==> config.mk <==
export PLATFORM = sky130hd
export DESIGN_NAME = alu_mem_responder
export DESIGN_NICKNAME = d
export VERILOG_FILES = /design/src/rtl/alu_mem_pkg.sv /design/src/rtl/alu_mem_lat_cnt.sv /design/src/rtl/alu_mem_responder.sv
export SDC_FILE = /design/constraint.sdc
export NUM_CORES = 2
export LEC_CHECK = 0
export BUFFER_PORTS_ARGS = -buffer_cell sky130_fd_sc_hd__buf_4
export CAP_MARGIN = 25
export CELL_PAD_IN_SITES_DETAIL_PLACEMENT = 0
export CELL_PAD_IN_SITES_GLOBAL_PLACEMENT = 2
export CORE_UTILIZATION = 45
export DETAILED_ROUTE_END_ITERATION = 16
export PLACE_DENSITY_LB_ADDON = 0.25
export SYNTH_ARGS = -nofsm -noshare
export SYNTH_HDL_FRONTEND = slang
export SYNTH_SLANG_ARGS = --single-unit
==> constraint.sdc <==
create_clock -name CLK -period 90.5 [get_ports CLK]
set_input_delay 18.1 -clock CLK [delete_from_list [all_inputs] [get_ports CLK]]
set_output_delay 18.1 -clock CLK [all_outputs]
set_load 0.05 [all_outputs]
==> src/rtl/alu_mem_pkg.sv <==
// Shared types and constants for the ALU operand-memory responder.
package alu_mem_pkg;

  typedef enum logic [1:0] {
    IDLE = 2'd0,
    WAIT = 2'd1,
    RESP = 2'd2
  } state_e;

  localparam logic ADR_AN = 1'b0;
  localparam logic ADR_MN = 1'b1;
  localparam logic RD     = 1'b0;
  localparam logic WR     = 1'b1;

  localparam int ALU_MEM_WIDTH = 256;

  // Counter width able to hold LAT-1 for any legal LAT.
  function automatic int cnt_w(input int lat);
    return $clog2(lat + 1);
  endfunction

endpackage

==> src/rtl/alu_mem_lat_cnt.sv <==
// Loadable down-counter timing the wait between request acceptance and response.
module alu_mem_lat_cnt
  import alu_mem_pkg::*;
#(
  parameter int LAT = 4
) (
  input  logic CLK,
  input  logic RST,
  input  logic load,
  input  logic en,
  output logic zero
);

  localparam int CW = cnt_w(LAT);

  logic [CW-1:0] cnt_q, cnt_d;

  always_comb begin
    cnt_d = cnt_q;
    if (load)
      cnt_d = CW'(LAT - 1);
    else if (en && (cnt_q != '0))
      cnt_d = cnt_q - CW'(1);
  end

  always_ff @(posedge CLK or posedge RST) begin
    if (RST) cnt_q <= '0;
    else     cnt_q <= cnt_d;
  end

  assign zero = (cnt_q == '0);

endmodule

==> src/rtl/alu_mem_responder.sv <==
// Memory-side responder for the ALU An/Mn operand words, one request at a time.
// Optional preload port set enabled by defining ALU_MEM_PRELOAD_EN.
module alu_mem_responder
  import alu_mem_pkg::*;
#(
  parameter int WIDTH = ALU_MEM_WIDTH,
  parameter int LAT   = 4
) (
  input  logic             CLK,
  input  logic             RST,
  input  logic             req,
  input  logic             rdwr,
  input  logic             adr,
  input  logic [WIDTH-1:0] WD,
`ifdef ALU_MEM_PRELOAD_EN
  input  logic             ld,
  input  logic             ld_adr,
  input  logic [WIDTH-1:0] ld_data,
`endif
  output logic [WIDTH-1:0] MD,
  output logic             suc,
  output logic             busy
);

  state_e                  state_q, state_d;
  logic                    rdwr_q, rdwr_d;
  logic                    adr_q, adr_d;
  logic [WIDTH-1:0]        wd_q, wd_d;
  logic [WIDTH-1:0]        md_q, md_d;
  logic                    suc_q, suc_d;
  logic [1:0][WIDTH-1:0]   mem_q, mem_d;
  logic                    commit;
  logic                    cnt_zero;

  alu_mem_lat_cnt #(.LAT(LAT)) u_lat_cnt (
    .CLK  (CLK),
    .RST  (RST),
    .load ((state_q == IDLE) && req),
    .en   (state_q == WAIT),
    .zero (cnt_zero)
  );

  always_comb begin
    state_d = state_q;
    rdwr_d  = rdwr_q;
    adr_d   = adr_q;
    wd_d    = wd_q;
    md_d    = md_q;
    suc_d   = 1'b0;
    commit  = 1'b0;
    case (state_q)
      IDLE: if (req) begin
        rdwr_d  = rdwr;
        adr_d   = adr;
        wd_d    = WD;
        state_d = WAIT;
      end
      WAIT: if (cnt_zero) begin
        state_d = RESP;
        suc_d   = 1'b1;
        if (rdwr_q == RD) md_d = mem_q[adr_q];
        else              commit = 1'b1;
      end
      RESP:    state_d = IDLE;
      default: state_d = IDLE;
    endcase
  end

  // Preload is applied first so a same-edge ALU write takes precedence.
  always_comb begin
    mem_d = mem_q;
`ifdef ALU_MEM_PRELOAD_EN
    if (ld) mem_d[ld_adr] = ld_data;
`endif
    if (commit) mem_d[adr_q] = wd_q;
  end

  always_ff @(posedge CLK or posedge RST) begin
    if (RST) begin
      state_q <= IDLE;
      rdwr_q  <= RD;
      adr_q   <= ADR_AN;
      wd_q    <= '0;
      md_q    <= '0;
      suc_q   <= 1'b0;
      mem_q   <= '0;
    end else begin
      state_q <= state_d;
      rdwr_q  <= rdwr_d;
      adr_q   <= adr_d;
      wd_q    <= wd_d;
      md_q    <= md_d;
      suc_q   <= suc_d;
      mem_q   <= mem_d;
    end
  end

  assign MD   = md_q;
  assign suc  = suc_q;
  assign busy = (state_q != IDLE);

endmodule

## Yosys cells after proc, flatten, opt, wreduce, memory -nomap -nowiden

Index checks and enable logic that the tools add are counted.

- Add/sub/neg operators: 1
- $lt $le $gt $ge: 2
- Equality and inequality tests: 3
- Muxes and demuxes: 15
- Bitwise operators: 1
- Reduce and logical (&&, ||, !) cells: 11

Operators by type and width:

| cell | number |
|---|---|
| $mux 256 | 3 |
| $bwmux 512 | 1 |
| $demux 256 s1 | 1 |
| $mux 3 | 2 |
| $mux 1 | 5 |
| $mux 2 | 2 |
| $ne 2x2->1 const B | 2 |
| $pmux 2 s2 | 1 |
| $reduce_and 2->1 | 2 |
| $reduce_bool 2->1 | 2 |
| $logic_and 1x1->1 | 3 |
| $logic_not 3->1 | 1 |
| $reduce_and 3->1 | 1 |
| $reduce_bool 3->1 | 1 |
| $sub 3x1->3 const B | 1 |
| $eq 2x1->1 const B | 1 |
| $logic_not 2->1 | 1 |
| $lt 1x2->1 const B | 1 |
| $ge 1x1->1 const B | 1 |
| $not 1->1 | 1 |

- Register bits: 1032
- Input port bits: 261
- Output and inout bits: 258
- Logic and storage cells: 42

## Logic depth before layout (Yosys ltp)

- Word-level depth: 5
- Depth in mapped cells: 8
- Depth with buffers taken out: 5

## Hierarchy

Synthesis repeated with hierarchy kept, for this count alone.

- Cells, all modules: 2768
- Area, all modules: 40974.3 um2

Modules (own cells, without submodules):

| module | instances | cells an instance | area each (um2) | seq. area each (um2) |
|---|---|---|---|---|
| alu_mem_responder | 1 | 2750 | 40787.9 | 25749.7 |
| alu_mem_lat_cnt | 1 | 18 | 186.4 | 75.1 |

## Worst setup path after synthesis

Ideal clock, no wire load.

- Path kind: input port to flip-flop
- Start: in req
- End: reg wd_q[100]
- Library setup time: 0.127 ns
- Arrival time: 19.161 ns
- Data required time: 90.373 ns
- Path slack: 71.212 ns
- Stages: 5
- Buffers on the path: 3
- Cells stage by stage: or3b_1 -> buf_2 -> buf_6 -> buf_6 -> mux2_1

- Longest elaborated chain between the ends: 1

RTL lines:

| what | RTL line | RTL |
|---|---|---|
| start: declaration | alu_mem_responder.sv:11 | `input logic req,` |
| $reduce_and 2->1 (no source line) | -- |  |
| end signal: assignment | alu_mem_responder.sv:91 | `wd_q <= wd_d;` |
| end: declaration | alu_mem_responder.sv:28 | `logic [WIDTH-1:0] wd_q, wd_d;` |

Every way passes these cells.
A chain may end at the register's enable or synchronous reset.

==> results.json <==
{
  "finClkSkew_ps": 23.5,
  "syn_area_um2": 42400,
  "clk_latency_ps": 680,
  "globalplace.congestion": 0.759,
  "grt-ovfl-total": 0,
  "yosysWarnings": 0,
  "ir_drop_v": 0.0000205,
  "cts-resized-gates": 0,
  "hold_buffers": 0,
  "fmax_mhz": 49.0,
  "wl_met1_um": 39200,
  "layout_common_cells": "dfrtp_1, mux2_2, buf_4, mux2_4, mux2_1",
  "worstHoldStart": "MD[239]",
  "tightestPinTransition_ps": 1160,
  "routed-wl-met2_um": 48300,
  "leakagePower_uw": 0.0244,
  "clockPowerShare_pct": 25.3,
  "r2r_start": "adr_q",
  "vias_per_cell": 5.11,
  "hp-class": "register to register",
  "synthToLayoutAreaGrowth_pct": 20.4,
  "period_needed_ps": 20420,
  "crit_chain": "buf_4 -> inv_8 -> buf_4 -> buf_16 -> buf_4 -> buf_4",
  "cp_max_fo": 136,
  "reg2reg_to": "mem_q[373]",
  "drt_iter0_drc": 828,
  "r2r_slack_ps": 85680,
  "finalWorstSetupSlack_ps": 70080,
  "switching_power_uw": 579,
  "ys_ff_latch": 1032,
  "synthFlopType": "dfrtp_1",
  "antenna_found_initial": 23,
  "clockBufferDepth": 3,
  "io_buffer_count": 518,
  "drcViolationCount": 0,
  "netlist_instances": 2483,
  "wl_per_cell_um": 22.1,
  "std_cell_rows": 112,
  "p_comb_share_pct": 32.5,
  "yosys-top-cells-area": "dfrtp_1, mux2_2, mux2_4, mux2_1, buf_6",
  "grtUsageTotal_pct": 20.3,
  "status": "complete, no violations",
  "clockRootBuffer": "clkbuf_16",
  "p_total_uw": 1830,
  "synth.distinct_cells": 26,
  "dr_wl_met3_um": 5820,
  "clock-sinks": 1032,
  "first_pass_iters": 4,
  "final_common_cell": "dfrtp_1",
  "grt_pass1_wl_um": 150000,
  "period_share_pct": 22.6,
  "layout-drive-gt1-share_pct": 59.1,
  "syn_nets": 2746,
  "internal_power_uw": 1250,
  "min_to": "MD[239]",
  "grt_max_degree": 208,
  "htree_levels": 3,
  "tns_ps": 0,
  "yosysSeqAreaShare_pct": 60.9,
  "arrival_ps": 21120,
  "top_layer": "met5",
  "seq_power_share_pct": 42.2,
  "finalHoldViolCount": 0,
  "synth_edf_count": 0,
  "drv_cap": 0,
  "wirelength_um": 96500,
  "finalSetupViolCount": 0,
  "min_path_cells": 1,
  "synth.avg_cell_area_um2": 17.1,
  "cp-start-kind": "primary input",
  "critPathKind": "primary input to asynchronous set/reset pin",
  "cts_tree": "yes",
  "clk_pin_slew_ps": 60,
  "reg2reg_depth": 6,
  "die_y_um": 309,
  "finish.utilization_pct": 54.7,
  "rsz0062_at_grt": "no",
  "initial_utilization_pct": 45.4,
  "cts_made_buffers": 110,
  "slew_headroom_pct": 22.7,
  "async_flop_share_pct": 100,
  "grt_pass1_vias": 25320,
  "slowest_delay_ps": 770,
  "drtAntennaViolNets": 0,
  "yosysTopAreaCell": "dfrtp_1",
  "critPathSlowestCell": "buf_4",
  "p_sw_share_pct": 31.6,
  "cpMostUsedCell": "buf_4",
  "vias": 22301,
  "cp-end-kind": "asynchronous set/reset pin",
  "top_level_ports": 519,
  "die_w_um": 309,
  "slew_violations": 0,
  "cp.required_ps": 91200,
  "cts_setup_buffers": 0,
  "coreArea_um2": 93300,
  "p_per_area_nw_per_um2": 35.9,
  "nets": 3265,
  "place_ws_ps": 68660,
  "synth_top_area_share_pct": 60.9,
  "die_area_um2": 95400,
  "dp_hpwl_um": 59600
}
-- how the worst max path moves through the flow --
stage	from	endpoint	cells past startpoint
2_1_floorplan	RST	MD[0]	1
3_3_place_gp	RST	MD[195]	5
3_5_place_dp	RST	MD[195]	5
4_1_cts	RST	MD[195]	5
5_1_grt	RST	mem_q[128]	6
6_report	RST	mem_q[128]	6
-- critical path: cells and delay by family --
family	cells	cell delay [ps]
buffers and inverters	6	2780
-- layer usage --
metal  global-route usage, %  vias to the layer above
li1                        -                     9917
met1                    24.7                    11760
met2                    34.0                      442
met3                    6.02                      164
met4                    7.53                       18
met5                       0                        -
-- Yosys cell counts, types with 2 or more instances --
master / count
buf_1: 3
buf_2: 66
buf_4: 24
buf_6: 47
clkbuf_1: 4
dfrtp_1: 1032
ha_1: 2
inv_1: 4
mux2_1: 187
mux2_2: 855
mux2_4: 240
nand2b_1: 2
nor2_1: 2
o21ai_0: 3
-- cell type report --
type	instances	area (um2)
Clock inverter	29	394
Fill cell	7595	42300
Sequential cell	1032	25800
Tap cell	1254	1570
Timing Repair Buffer	551	4300
Antenna cell	16	40.0
Clock buffer	173	3380
Multi-Input combinational cell	1303	15500
Inverter	4	22.5
-- power by group through the flow --
stage / logic, uW / clock network, uW / registers [uW]
after CTS: 604 / 475 / 774
after global placement: 582 / 0 / 762
final: 595 / 463 / 773
after detailed placement: 601 / 0 / 780
after floorplan: 378 / 0 / 842
after global routing: 635 / 495 / 799
-- per-stage QoR --
step	instance area [um2]	instances	hold WS, ps
after floorplan	42400	2483	475
final	51000	4362	489
after detailed placement	47100	4141	478
after global placement	47100	4139	473
after global routing	51000	4358	509
after CTS	50900	4343	499
-- registers in the layout, summed over array words and instances, names as in the netlist --
signal,cells
rdwr_q,1
u_lat_cnt.cnt_q,3
wd_q,256
suc,1
state_q,2
adr_q,1
MD,256
mem_q,512
-- cells by family after synthesis --
logic type,synth area share (%)
muxes,36.2
and+or+nand+nor,0.210
DFF,60.9
AOI/OAI and AO/OA,0.0944
buffers and inverters,2.55
adders and majority gates,0.0590
(Power assumes the default switching activity.)
